[src/rtl/beat_detector_if.sv]
// Sample/result bundle between the ADC sample source and beat_detector.
// Latency: none (wires only). Backpressure: none; samples are qualified by sample_valid alone.
// Ports: master drives sample_valid/din/thresh_hi/thresh_lo and observes the results;
//        slave (the detector) consumes samples and drives pulse/beat/ibi/ibi_valid/timeout.
interface beat_detector_if #(
  parameter int WIDTH = 12,
  parameter int CNT_W = 16
) ();
  logic             sample_valid;
  logic [WIDTH-1:0] din;
  logic [WIDTH-1:0] thresh_hi;
  logic [WIDTH-1:0] thresh_lo;
  logic             pulse;
  logic             beat;
  logic [CNT_W-1:0] ibi;
  logic             ibi_valid;
  logic             timeout;

  modport master (
    output sample_valid, din, thresh_hi, thresh_lo,
    input  pulse, beat, ibi, ibi_valid, timeout
  );

  modport slave (
    input  sample_valid, din, thresh_hi, thresh_lo,
    output pulse, beat, ibi, ibi_valid, timeout
  );
endinterface

[src/rtl/beat_detector.sv]
// Hysteresis/dwell beat detector with refractory window, inter-beat interval and loss-of-signal flag.
// Latency: pulse follows the state register; beat/ibi/ibi_valid/timeout are registered one clock after the qualifying sample.
// Backpressure: none; every cycle with sample_valid=1 is consumed, sample_valid=0 freezes all state.
// Ports: clk, rst (sync, active-high); bus (slave modport) carries samples, thresholds and results.
module beat_detector #(
  parameter int WIDTH     = 12,
  parameter int CNT_W     = 16,
  parameter int MIN_DWELL = 4,
  parameter int MIN_IBI   = 250,
  parameter int MAX_IBI   = 3000
) (
  input logic           clk,
  input logic           rst,
  beat_detector_if.slave bus
);

  typedef enum logic [1:0] {LO, RISE, HI, FALL} state_t;

  localparam int                DW      = $clog2(MIN_DWELL + 1);
  localparam logic [DW-1:0]     DWELL   = DW'(MIN_DWELL);
  localparam logic [DW-1:0]     ONE_D   = DW'(1);
  localparam logic [CNT_W-1:0]  CNT_MAX = '1;
  localparam logic [CNT_W-1:0]  IBI_MIN = CNT_W'(MIN_IBI);
  localparam logic [CNT_W-1:0]  IBI_MAX = CNT_W'(MAX_IBI);

  logic [WIDTH-1:0] din, thi, tlo;
  logic             gt_hi, le_lo;

  state_t           state, state_nxt;
  logic [DW-1:0]    dcnt, dcnt_nxt;
  logic             entry;

  logic [CNT_W-1:0] icnt, n;
  logic             armed;
  logic             beat_q, ibi_valid_q, timeout_q;
  logic [CNT_W-1:0] ibi_q;

  assign din   = bus.din;
  assign thi   = bus.thresh_hi;
  assign tlo   = bus.thresh_lo;
  // Raw compares; threshold ordering is deliberately not enforced.
  assign gt_hi = din > thi;
  assign le_lo = din <= tlo;

  always_ff @(posedge clk) begin
    if (rst) begin
      state <= LO;
      dcnt  <= '0;
    end else if (bus.sample_valid) begin
      state <= state_nxt;
      dcnt  <= dcnt_nxt;
    end
  end

  // entry flags the LO/RISE -> HI transition only; FALL -> HI is a glitch recovery, not a beat.
  always_comb begin
    state_nxt = state;
    dcnt_nxt  = dcnt;
    entry     = 1'b0;
    case (state)
      LO: if (gt_hi) begin
        if (DWELL == ONE_D) begin
          state_nxt = HI;
          entry     = 1'b1;
          dcnt_nxt  = '0;
        end else begin
          state_nxt = RISE;
          dcnt_nxt  = ONE_D;
        end
      end
      RISE: if (gt_hi) begin
        if (dcnt + ONE_D == DWELL) begin
          state_nxt = HI;
          entry     = 1'b1;
          dcnt_nxt  = '0;
        end else begin
          dcnt_nxt  = dcnt + ONE_D;
        end
      end else begin
        state_nxt = LO;
        dcnt_nxt  = '0;
      end
      HI: if (le_lo) begin
        if (DWELL == ONE_D) begin
          state_nxt = LO;
          dcnt_nxt  = '0;
        end else begin
          state_nxt = FALL;
          dcnt_nxt  = ONE_D;
        end
      end
      FALL: if (le_lo) begin
        if (dcnt + ONE_D == DWELL) begin
          state_nxt = LO;
          dcnt_nxt  = '0;
        end else begin
          dcnt_nxt  = dcnt + ONE_D;
        end
      end else begin
        state_nxt = HI;
        dcnt_nxt  = '0;
      end
      default: begin
        state_nxt = LO;
        dcnt_nxt  = '0;
      end
    endcase
  end

  // Interval including the current sample, saturating at the counter range.
  assign n = (icnt == CNT_MAX) ? icnt : icnt + CNT_W'(1);

  always_ff @(posedge clk) begin
    if (rst) begin
      icnt        <= '0;
      armed       <= 1'b0;
      beat_q      <= 1'b0;
      ibi_valid_q <= 1'b0;
      ibi_q       <= '0;
      timeout_q   <= 1'b0;
    end else begin
      beat_q      <= 1'b0;
      ibi_valid_q <= 1'b0;
      if (bus.sample_valid) begin
        icnt <= n;
        if (entry) begin
          // Inside the refractory window the edge only moves pulse; interval keeps running.
          if (!(armed && (n < IBI_MIN))) begin
            beat_q <= 1'b1;
            icnt   <= '0;
            if (armed) begin
              ibi_q       <= n;
              ibi_valid_q <= 1'b1;
            end
          end
          armed     <= 1'b1;
          timeout_q <= 1'b0;
        end else if (n >= IBI_MAX) begin
          // Disarm so the interval spanning the dropout is never reported.
          timeout_q <= 1'b1;
          armed     <= 1'b0;
        end
      end
    end
  end

  assign bus.pulse     = (state == HI) || (state == FALL);
  assign bus.beat      = beat_q;
  assign bus.ibi_valid = ibi_valid_q;
  assign bus.ibi       = ibi_q;
  assign bus.timeout   = timeout_q;

endmodule

[src/flat_wrapper.sv]
// flat-port wrapper written by rule: the top's interface ports become plain ports
module beat_detector_flat 
#(
  parameter int WIDTH     = 12,
  parameter int CNT_W     = 16,
  parameter int MIN_DWELL = 4,
  parameter int MIN_IBI   = 250,
  parameter int MAX_IBI   = 3000
)
  (clk, rst, bus_sample_valid, bus_din, bus_thresh_hi, bus_thresh_lo, bus_pulse, bus_beat, bus_ibi, bus_ibi_valid, bus_timeout);
  beat_detector_if #(.WIDTH(WIDTH), .CNT_W(CNT_W)) bus_i ();
  input logic clk;
  input logic rst;
  input wire logic [$bits(bus_i.sample_valid)-1:0] bus_sample_valid;
  input wire logic [$bits(bus_i.din)-1:0] bus_din;
  input wire logic [$bits(bus_i.thresh_hi)-1:0] bus_thresh_hi;
  input wire logic [$bits(bus_i.thresh_lo)-1:0] bus_thresh_lo;
  output wire logic [$bits(bus_i.pulse)-1:0] bus_pulse;
  output wire logic [$bits(bus_i.beat)-1:0] bus_beat;
  output wire logic [$bits(bus_i.ibi)-1:0] bus_ibi;
  output wire logic [$bits(bus_i.ibi_valid)-1:0] bus_ibi_valid;
  output wire logic [$bits(bus_i.timeout)-1:0] bus_timeout;
  assign bus_i.sample_valid = bus_sample_valid;
  assign bus_i.din = bus_din;
  assign bus_i.thresh_hi = bus_thresh_hi;
  assign bus_i.thresh_lo = bus_thresh_lo;
  assign bus_pulse = bus_i.pulse;
  assign bus_beat = bus_i.beat;
  assign bus_ibi = bus_i.ibi;
  assign bus_ibi_valid = bus_i.ibi_valid;
  assign bus_timeout = bus_i.timeout;
  beat_detector #(.WIDTH(WIDTH), .CNT_W(CNT_W), .MIN_DWELL(MIN_DWELL), .MIN_IBI(MIN_IBI), .MAX_IBI(MAX_IBI)) u_core (.clk(clk), .rst(rst), .bus(bus_i));
endmodule
[config.mk]
export PLATFORM = sky130hd
export DESIGN_NAME = beat_detector_flat
export DESIGN_NICKNAME = d
export VERILOG_FILES = /design/src/rtl/beat_detector_if.sv /design/src/rtl/beat_detector.sv /design/src/flat_wrapper.sv
export SDC_FILE = /design/constraint.sdc
export NUM_CORES = 1
export LEC_CHECK = 0
export CAP_MARGIN = 40
export CORE_ASPECT_RATIO = 0.9
export CORE_MARGIN = 3
export CORE_UTILIZATION = 45
export CTS_BUF_LIST = sky130_fd_sc_hd__clkbuf_4 sky130_fd_sc_hd__clkbuf_8 sky130_fd_sc_hd__clkbuf_16
export DETAILED_ROUTE_END_ITERATION = 7
export PLACE_DENSITY = 0.7
export SLEW_MARGIN = 10
export SYNTH_ARGS = -nofsm -noshare
export SYNTH_HDL_FRONTEND = slang
export SYNTH_SLANG_ARGS = --single-unit
[constraint.sdc]
create_clock -name clk -period 5.7 [get_ports clk]
set_input_delay 1.14 -clock clk [delete_from_list [all_inputs] [get_ports clk]]
set_output_delay 1.14 -clock clk [all_outputs]
set_load 0.02 [all_outputs]
; Word-level counts from Yosys, hierarchy flattened
; Cells that the tools add are included.
[totals]
in_bits = 39
latchBits = 0
mem_bits_rw = 0
ff_bits = 41
out_inout_bits = 20
romBits = 0
elab_cells = 61
mem_count = 0
[op_classes]
addsub = 2
n_div = 0
multipliers = 0
eq_ne = 9
order_cmp = 4
bitwise_logic = 3
mux = 25
reduce_logical = 10
n_shift = 0
[op_table]
columns = op, count
row1 = $mux W16, 3
row2 = $add A16 B1 Y16 const B, 1
row3 = $eq A16 B16 Y1 const B, 1
row4 = $ge A16 B12 Y1 const B, 1
row5 = $lt A16 B8 Y1 const B, 1
row6 = $mux W3, 5
row7 = $gt A12 B12 Y1, 1
row8 = $le A12 B12 Y1, 1
row9 = $mux W2, 6
row10 = $pmux W3 S4, 1
row11 = $mux W1, 9
row12 = $pmux W2 S4, 1
row13 = $ne A3 B3 Y1 const B, 2
row14 = $reduce_and A5 Y1, 1
row15 = $eq A2 B2 Y1 const B, 2
row16 = $ne A2 B1 Y1 const B, 2
row17 = $reduce_and A4 Y1, 1
row18 = $reduce_or A4 Y1, 1
row19 = $add A3 B1 Y3 const B, 1
row20 = $eq A3 B3 Y1 const B, 1
row21 = $not A1 Y1, 3
row22 = $reduce_and A3 Y1, 1
row23 = $reduce_or A3 Y1, 1
row24 = $eq A2 B1 Y1 const B, 1
row25 = 5 further kinds, 5

; Longest topological paths before layout
; Gate-level depths: netlist (run 1).
[logic_depth]
word_depth = 7
mapped_depth = 10
ltp_nobuf = 9

; Worst setup path before layout (run 1)
; OpenSTA, ideal clock, no wires.
[synth_timing]
path_kind = input to register
start = input bus_thresh_hi[10]
end = register u_core.ibi_q[0], in the netlist u_core.bus.ibi[0]
arrival_ns = 3.110
n_path_buf = 1
path_stages = 9
path_slack_ns = 2.532
cell_sequence = inv_1 > ha_1 > nand4_1 > or2_2 > o221ai_1 > nand2b_1 > buf_2 > a2111oi_1 > a211o_1
[synth_between]
elab_chain_len = 4
[synth_lines]
columns = item, line_no
row1 = "start, declared", flat_wrapper.sv:16  ; input wire logic [$bits(bus_i.thresh_hi)-1:0] bus_thresh_hi;
row2 = $gt A12 B12 Y1, beat_detector.sv:42  ; assign gt_hi = din > thi;
row3 = $mux W1, beat_detector.sv:71  ; RISE: if (gt_hi) begin
row4 = $mux W1, beat_detector.sv:60  ; case (state)
row5 = $reduce_and A4 Y1 (no source line), --
row6 = "end signal, assigned", beat_detector.sv:132  ; ibi_q <= n;
row7 = "end, declared", beat_detector.sv:36  ; logic [CNT_W-1:0] ibi_q;
; Every way passes these cells.
; A chain may end at the register's enable or synchronous reset.

; Final worst setup path (run 1)
; Ends and elaborated chain as after synthesis.

==> results.cfg, run 1 <==
[routing]
vias_per_cell = 5.74
drcViolationCount = 0
vias = 3007
first_iter_violations = 210
routedWlPerCell_um = 15.5
postRouteAntennaNets = 0
drt_pass1_iterations = 5
wirelength_mm = 8.12

[synthesis]
yosys.cell_types.count = 73
postSynthCellCount = 390
synth_fa_ha_area_share_pct = 10.6
synth_xor_xnor_area_share_pct = 2.47
synth_top_family_by_area = simple AND/OR/NAND/NOR gates
syn_area_um2 = 3190
synth_edf_count = 0
syn_nets = 456
synth_top_area_share_pct = 25.7
synth-main-ff-cell = dfxtp_1
synth_area_leader_cell = dfxtp_1
yosys_warnings = 0
synth_simple_gate_area_share_pct = 26.9
synth_most_common_cell = dfxtp_1
synthMuxAreaShare_pct = 2.90
synthTopCellsByCount = dfxtp_1 (41), inv_1 (37), ha_1 (27), a21oi_1 (23), nand2_1 (23)
avgSynthCellArea_um2 = 8.19
yosysSeqAreaShare_pct = 25.7
synth.area.top_cells = dfxtp_1 (26%), ha_1 (11%), inv_1 (4.3%)
synth-async-reset-ratio_pct = 0
synth_compound_area_share_pct = 23.2
synth_seq_cells = 41

[grt]
grtUsageTotal_pct = 20.8
grt_max_degree = 46
overflow = 0
antenna_found_initial = 0
grt_pass1_vias = 2828
grt_pass1_wl_mm = 13.6

[critical_path]
cp_slowest_cell = nand2b_1
worstPathCellList = clkdlybuf4s50_1 -> inv_1 -> ha_1 -> nand4_1 -> or2_2 -> o221ai_1 -> nand2b_1 -> a2111oi_1 -> a211o_1
critPathArrivalTime_ns = 4.21
cp.buffers_inverters = 2
cp-end-kind = flip-flop
worstSetupPathType = in -> reg
worst_setup_path_start_kind = primary input
critPathMaxStageDelay_ns = 0.57
crit_fanout = 21
reg2reg_depth = 8
crit_family = compound AO/OA/AOI/OAI gates
cp_data_required_time_ns = 5.95
cp_num_cells = 9

[sta]
period_needed_ns = 3.96
worst_hold_slack_ns = 0.456
finalHoldViolations = 0
skew_ns = 0.0110
relSlewSlack_pct = 43.8
setup_viol_count_final = 0
rsz0062_at_grt = no
min_period_over_period_pct = 69.5
max_freq_mhz = 252
fin_ws_ns = 1.74
tightest_slew_ns = 0.840
slew_viol_final = 0
timing.setup.tns_ns = 0

[pwr]
power.leakage_nw = 1.50
vdd_ir_drop_max_uv = 155
p_per_area_nw_per_um2 = 174

[placement]
dp_hpwl_mm = 6.20
gp_congestion = 0.932
io_buffers = 58
pre_cts_ws_ns = 1.43

[clock_tree]
path_clk_slew_ns = 0.09
cts.sinks = 41
postCtsHoldBufs = 0
cts_tree = yes
clk_path_buf_depth = 2
cts_max_level = 2
clkLatencyLatePin_ns = 0.30
clock-root-buffer = clkbuf_8
post-cts-setup-buffers = 0
cts_buffers = 5
ctsResizeCount = 0

[die]
die_area_um2 = 8140
coreArea_um2 = 6730
io_pins = 59
initial_utilization_pct = 47.5
die_w_um = 94.8
placementRows = 28
fp.dieH_um = 85.9

[run_status]
status = completed

[layout]
diodes = 0
drive_gt1_share_pct = 7.83
layout.nets = 499
areaGrowthSynthToFinish_pct = 22.7

[worst_hold_path]
min_path_cells = 2
worstHoldPathType = reg -> reg

[run]
maxCapViolations = 0
## layout make-up
class / instances / area [µm²]
Clock buffer: 5 / 68.8
Clock inverter: 3 / 68.8
Fill cell: 607 / 2810
Inverter: 37 / 139
Multi-Input combinational cell: 288 / 2110
Sequential cell: 41 / 821
Tap cell: 90 / 113
Timing Repair Buffer: 60 / 599
## worst paths after layout
| check | from | endpoint | slack, ns |
|---|---|---|---|
| worst max register to register | u_core.icnt[0]$_SDFFE_PP0P_ | u_core.icnt[1]$_SDFFE_PP0P_ | 2.38 |
| worst max-delay path | bus_thresh_hi[10] | u_core.bus.ibi[0]$_SDFFE_PP0P_ | 1.74 |
| worst min-delay path | u_core.bus.ibi[5]$_SDFFE_PP0P_ | u_core.bus.ibi[5]$_SDFFE_PP0P_ | 0.46 |
| worst min register to register | u_core.bus.ibi[5]$_SDFFE_PP0P_ | u_core.bus.ibi[5]$_SDFFE_PP0P_ | 0.46 |
## worst min-delay path, delay by kind of cell, from the launching register on
| family | cells | cell delay (ns) |
|---|---|---|
| AO/OA/AOI/OAI | 1 | 0.05 |
| buffers and inverters | 1 | 0.05 |
| flip-flops | 1 | 0.32 |
## report_power, final
group | internal (mW) | total (mW) | switching [mW]
Sequential | 0.289 | 0.294 | 0.00455
Clock | 0.176 | 0.289 | 0.112
Combinational | 0.0505 | 0.0999 | 0.0494
Total | 0.516 | 0.682 | 0.166
## placed cells by master (no fill, tap or decap), types with 4 or more instances in the layout
master and instances:
a211oi_1 9, a211oi_2 5, a21o_1 5, a21oi_1 23
a22o_1 4, a32o_1 4, clkbuf_8 5, clkdlybuf4s50_1 58
dfxtp_1 41, ha_1 27, inv_1 37, mux2i_1 7
nand2_1 23, nand2b_1 11, nand3_1 17, nand4_1 13
nor2_1 22, nor2b_1 9, nor3_1 9, nor3b_1 4
nor4_1 10, o211ai_1 6, o21ai_0 8, xnor2_1 5
xor2_1 4
## through the flow
step	cell area [µm²]	power, mW	cells	utilization [%]
CTS	3920	0.687	524	58.3
global route	3920	0.713	524	58.3
floorplan	3190	0.356	390	-
finish	3920	0.682	524	58.3
global placement	3770	0.398	515	56.0
detailed placement	3780	0.399	516	56.2
## cells by family (layout without fill, tap and decap cells)
family                   after synthesis  count (layout)
AO/OA/AOI/OAI                         97              97
multiplexers                           9               9
flip-flops                            41              41
buffers and inverters                 61             105
XOR/XNOR                               9               9
adder cells (fa/ha/maj)               27              27
AND/OR/NAND/NOR                      146             146
## sequential cells by signal (all words and copies together) (netlist names)
register and count:
u_core.bus.beat 1, u_core.state 2, u_core.dcnt 3, u_core.icnt 16
u_core.bus.ibi 16, u_core.bus.timeout 1, u_core.bus.ibi_valid 1, u_core.armed 1
## metal layers
layer  global-route usage [%]  vias to the layer above  part of all wire [%]
li1                         -                     1525                     -
met1                     28.4                     1371                    46
met2                     33.7                      101                    46
met3                     4.47                       10                   6.0
met4                     4.33                        0                   1.2
met5                        0                        -                     0
(Power assumes the default switching activity.)
==> inputs of run 2 (changes only) <==
- PLACE_DENSITY: 0.7 -> 0.73
- clock period: 5.7 -> 3.2 ns (I/O delays scaled with it)
==> run 2 against run 1 <==
Net effect: sequential share of layout area decreased by 1.0 points; combinational power grew 94%; cell count is 4.2% higher; worst hold slack improved by 0.00078 ns; sequential cell count unchanged; sequential power rose by 77%.
==> results.cfg, run 2 (synthesis results as in run 1) <==
[grt]
grt_pass1_vias = 2996
grt_max_degree = 35
antenna_found_initial = 0
overflow = 0
grt_pass1_wl_mm = 14.2
grtUsageTotal_pct = 21.8

[pwr]
p_sw_share_pct = 24.4
p_switching_uw = 299
vdd_ir_drop_max_uv = 231
finalPower_mw = 1.23
combPwrFrac_pct = 15.8
power.leakage_nw = 1.62
clkPwrFrac_pct = 41.9
intPower_uw = 928
seqPwrFrac_pct = 42.3
p_per_area_nw_per_um2 = 298

[die]
fp.dieH_um = 85.9
initial_utilization_pct = 47.5
coreArea_um2 = 6730
die_area_um2 = 8140
die_w_um = 94.8
io_pins = 59
placementRows = 28

[sta]
max_freq_mhz = 340
slew_viol_final = 0
relSlewSlack_pct = 44.6
skew_ns = 0.00775
worst_hold_slack_ns = 0.457
rsz0062_at_grt = no
timing.setup.tns_ns = 0
period_needed_ns = 2.94
setup_viol_count_final = 0
finalHoldViolations = 0
min_period_over_period_pct = 92.0
tightest_slew_ns = 0.829

[worst_hold_path]
min_path_cells = 2
hp-start = u_core.bus.ibi[2]$_SDFFE_PP0P_
min_to = u_core.bus.ibi[2]$_SDFFE_PP0P_
worstHoldPathType = reg -> reg

[layout]
diodes = 0
final_common_cell = clkdlybuf4s50_1
areaGrowthSynthToFinish_pct = 29.0
fillers = 605
final_core_util_pct = 61.2
layout.nets = 521
drive_gt1_share_pct = 12.3
final_cell_mix = clkdlybuf4s50_1 (58), dfxtp_1 (41), inv_1 (37)

[clock_tree]
cts_tree = yes
clk_path_buf_depth = 2
cts.sinks = 41
cts_max_level = 2
path_clk_slew_ns = 0.09
ctsResizeCount = 0
post-cts-setup-buffers = 0
clkLatencyLatePin_ns = 0.31
clock-root-buffer = clkbuf_8
postCtsHoldBufs = 0
cts_buffers = 5

[routing]
routedWlPerCell_um = 15.6
routed.top_layer = met4
vias = 3159
first_iter_violations = 210
postRouteAntennaNets = 0
wirelength_mm = 8.51
met3_length_um = 485
route.met2.wl_mm = 3.88
drt_pass1_iterations = 5
vias_per_cell = 5.79
drcViolationCount = 0
wl_met1_mm = 3.99

[critical_path]
crit_start = bus_thresh_hi[5]
worst-r2r-setup-slack_ns = 0.31
reg2reg_depth = 8
cp_slowest_cell = or3b_2
critPathArrivalTime_ns = 3.17
worst_setup_path_start_kind = primary input
worstSetupPathType = in -> reg
crit_fanout = 7
worstPathCellList = clkdlybuf4s50_1 -> inv_1 -> ha_1 -> a21o_1 -> a21o_1 -> a21oi_1 -> o221ai_1 -> buf_4 -> o2bb2ai_1 -> or3b_2 -> a31oi_1
crit_top_cell = a21o_1
reg2reg_to = u_core.bus.ibi[6]$_SDFFE_PP0P_
critPathMaxStageDelay_ns = 0.47
cp_data_required_time_ns = 3.43
reg2reg_from = u_core.icnt[9]$_SDFFE_PP0P_
cp-end-kind = flip-flop

[run]
maxCapViolations = 0

[placement]
io_buffers = 58
gp_congestion = 0.999
dp_hpwl_mm = 6.53

[run_status]
status = completed
run 2: worst max-delay path by stage:
| stage | end | depth (start not counted) |
|---|---|---|
| finish | u_core.dcnt[1]$_SDFFE_PP0P_ | 11 |
| global route | u_core.icnt[2]$_SDFFE_PP0P_ | 9 |
| CTS | u_core.dcnt[1]$_SDFFE_PP0P_ | 11 |
| detailed placement | u_core.dcnt[1]$_SDFFE_PP0P_ | 11 |
| global placement | u_core.dcnt[1]$_SDFFE_PP0P_ | 11 |
| floorplan | u_core.bus.ibi[3]$_SDFFE_PP0P_ | 9 |
run 2: worst max-delay path, delay by kind of cell:
family	cells	cell delay [ns]
and+or+nand+nor	1	0.47
buffers and inverters	3	0.69
AOI/OAI and AO/OA	6	1.07
adders and majority gates	1	0.31
run 2: final cells by class:
cell class                 instances  area [µm²]  area share [%]
sequential                        41         821            19.9
clock buffer                       5        68.8            1.67
inverter                          37         139            3.37
multi-input combinational        288        2110            51.2
timing repair buffer              82         798            19.4
tap                               90         113            2.73
clock inverter                     3        68.8            1.67
run 2: metrics by stage:
| stage | setup WS [ns] | cell area, µm² | instances |
|---|---|---|---|
| 6_report | 0.256 | 4120 | 546 |
| 3_5_place_dp | -0.0521 | 3980 | 538 |
| 3_3_place_gp | 0.0273 | 3980 | 538 |
| 4_1_cts | 0.268 | 4120 | 546 |
| 5_1_grt | 0.0323 | 4120 | 546 |
| 2_1_floorplan | 0.485 | 3190 | 390 |
run 2: power groups by stage:
stage | Combinational (mW) | Sequential, mW | Clock [mW]
finish | 0.194 | 0.519 | 0.514
CTS | 0.193 | 0.519 | 0.523
detailed placement | 0.191 | 0.531 | 0
global placement | 0.188 | 0.531 | 0
global route | 0.214 | 0.520 | 0.542
floorplan | 0.103 | 0.532 | 0
run 2: routing by layer:
layer,GRT usage (%),vias to the layer above
met5,0,-
met4,6.95,0
met3,4.65,18
met2,34.6,139
met1,29.3,1433
li1,-,1569
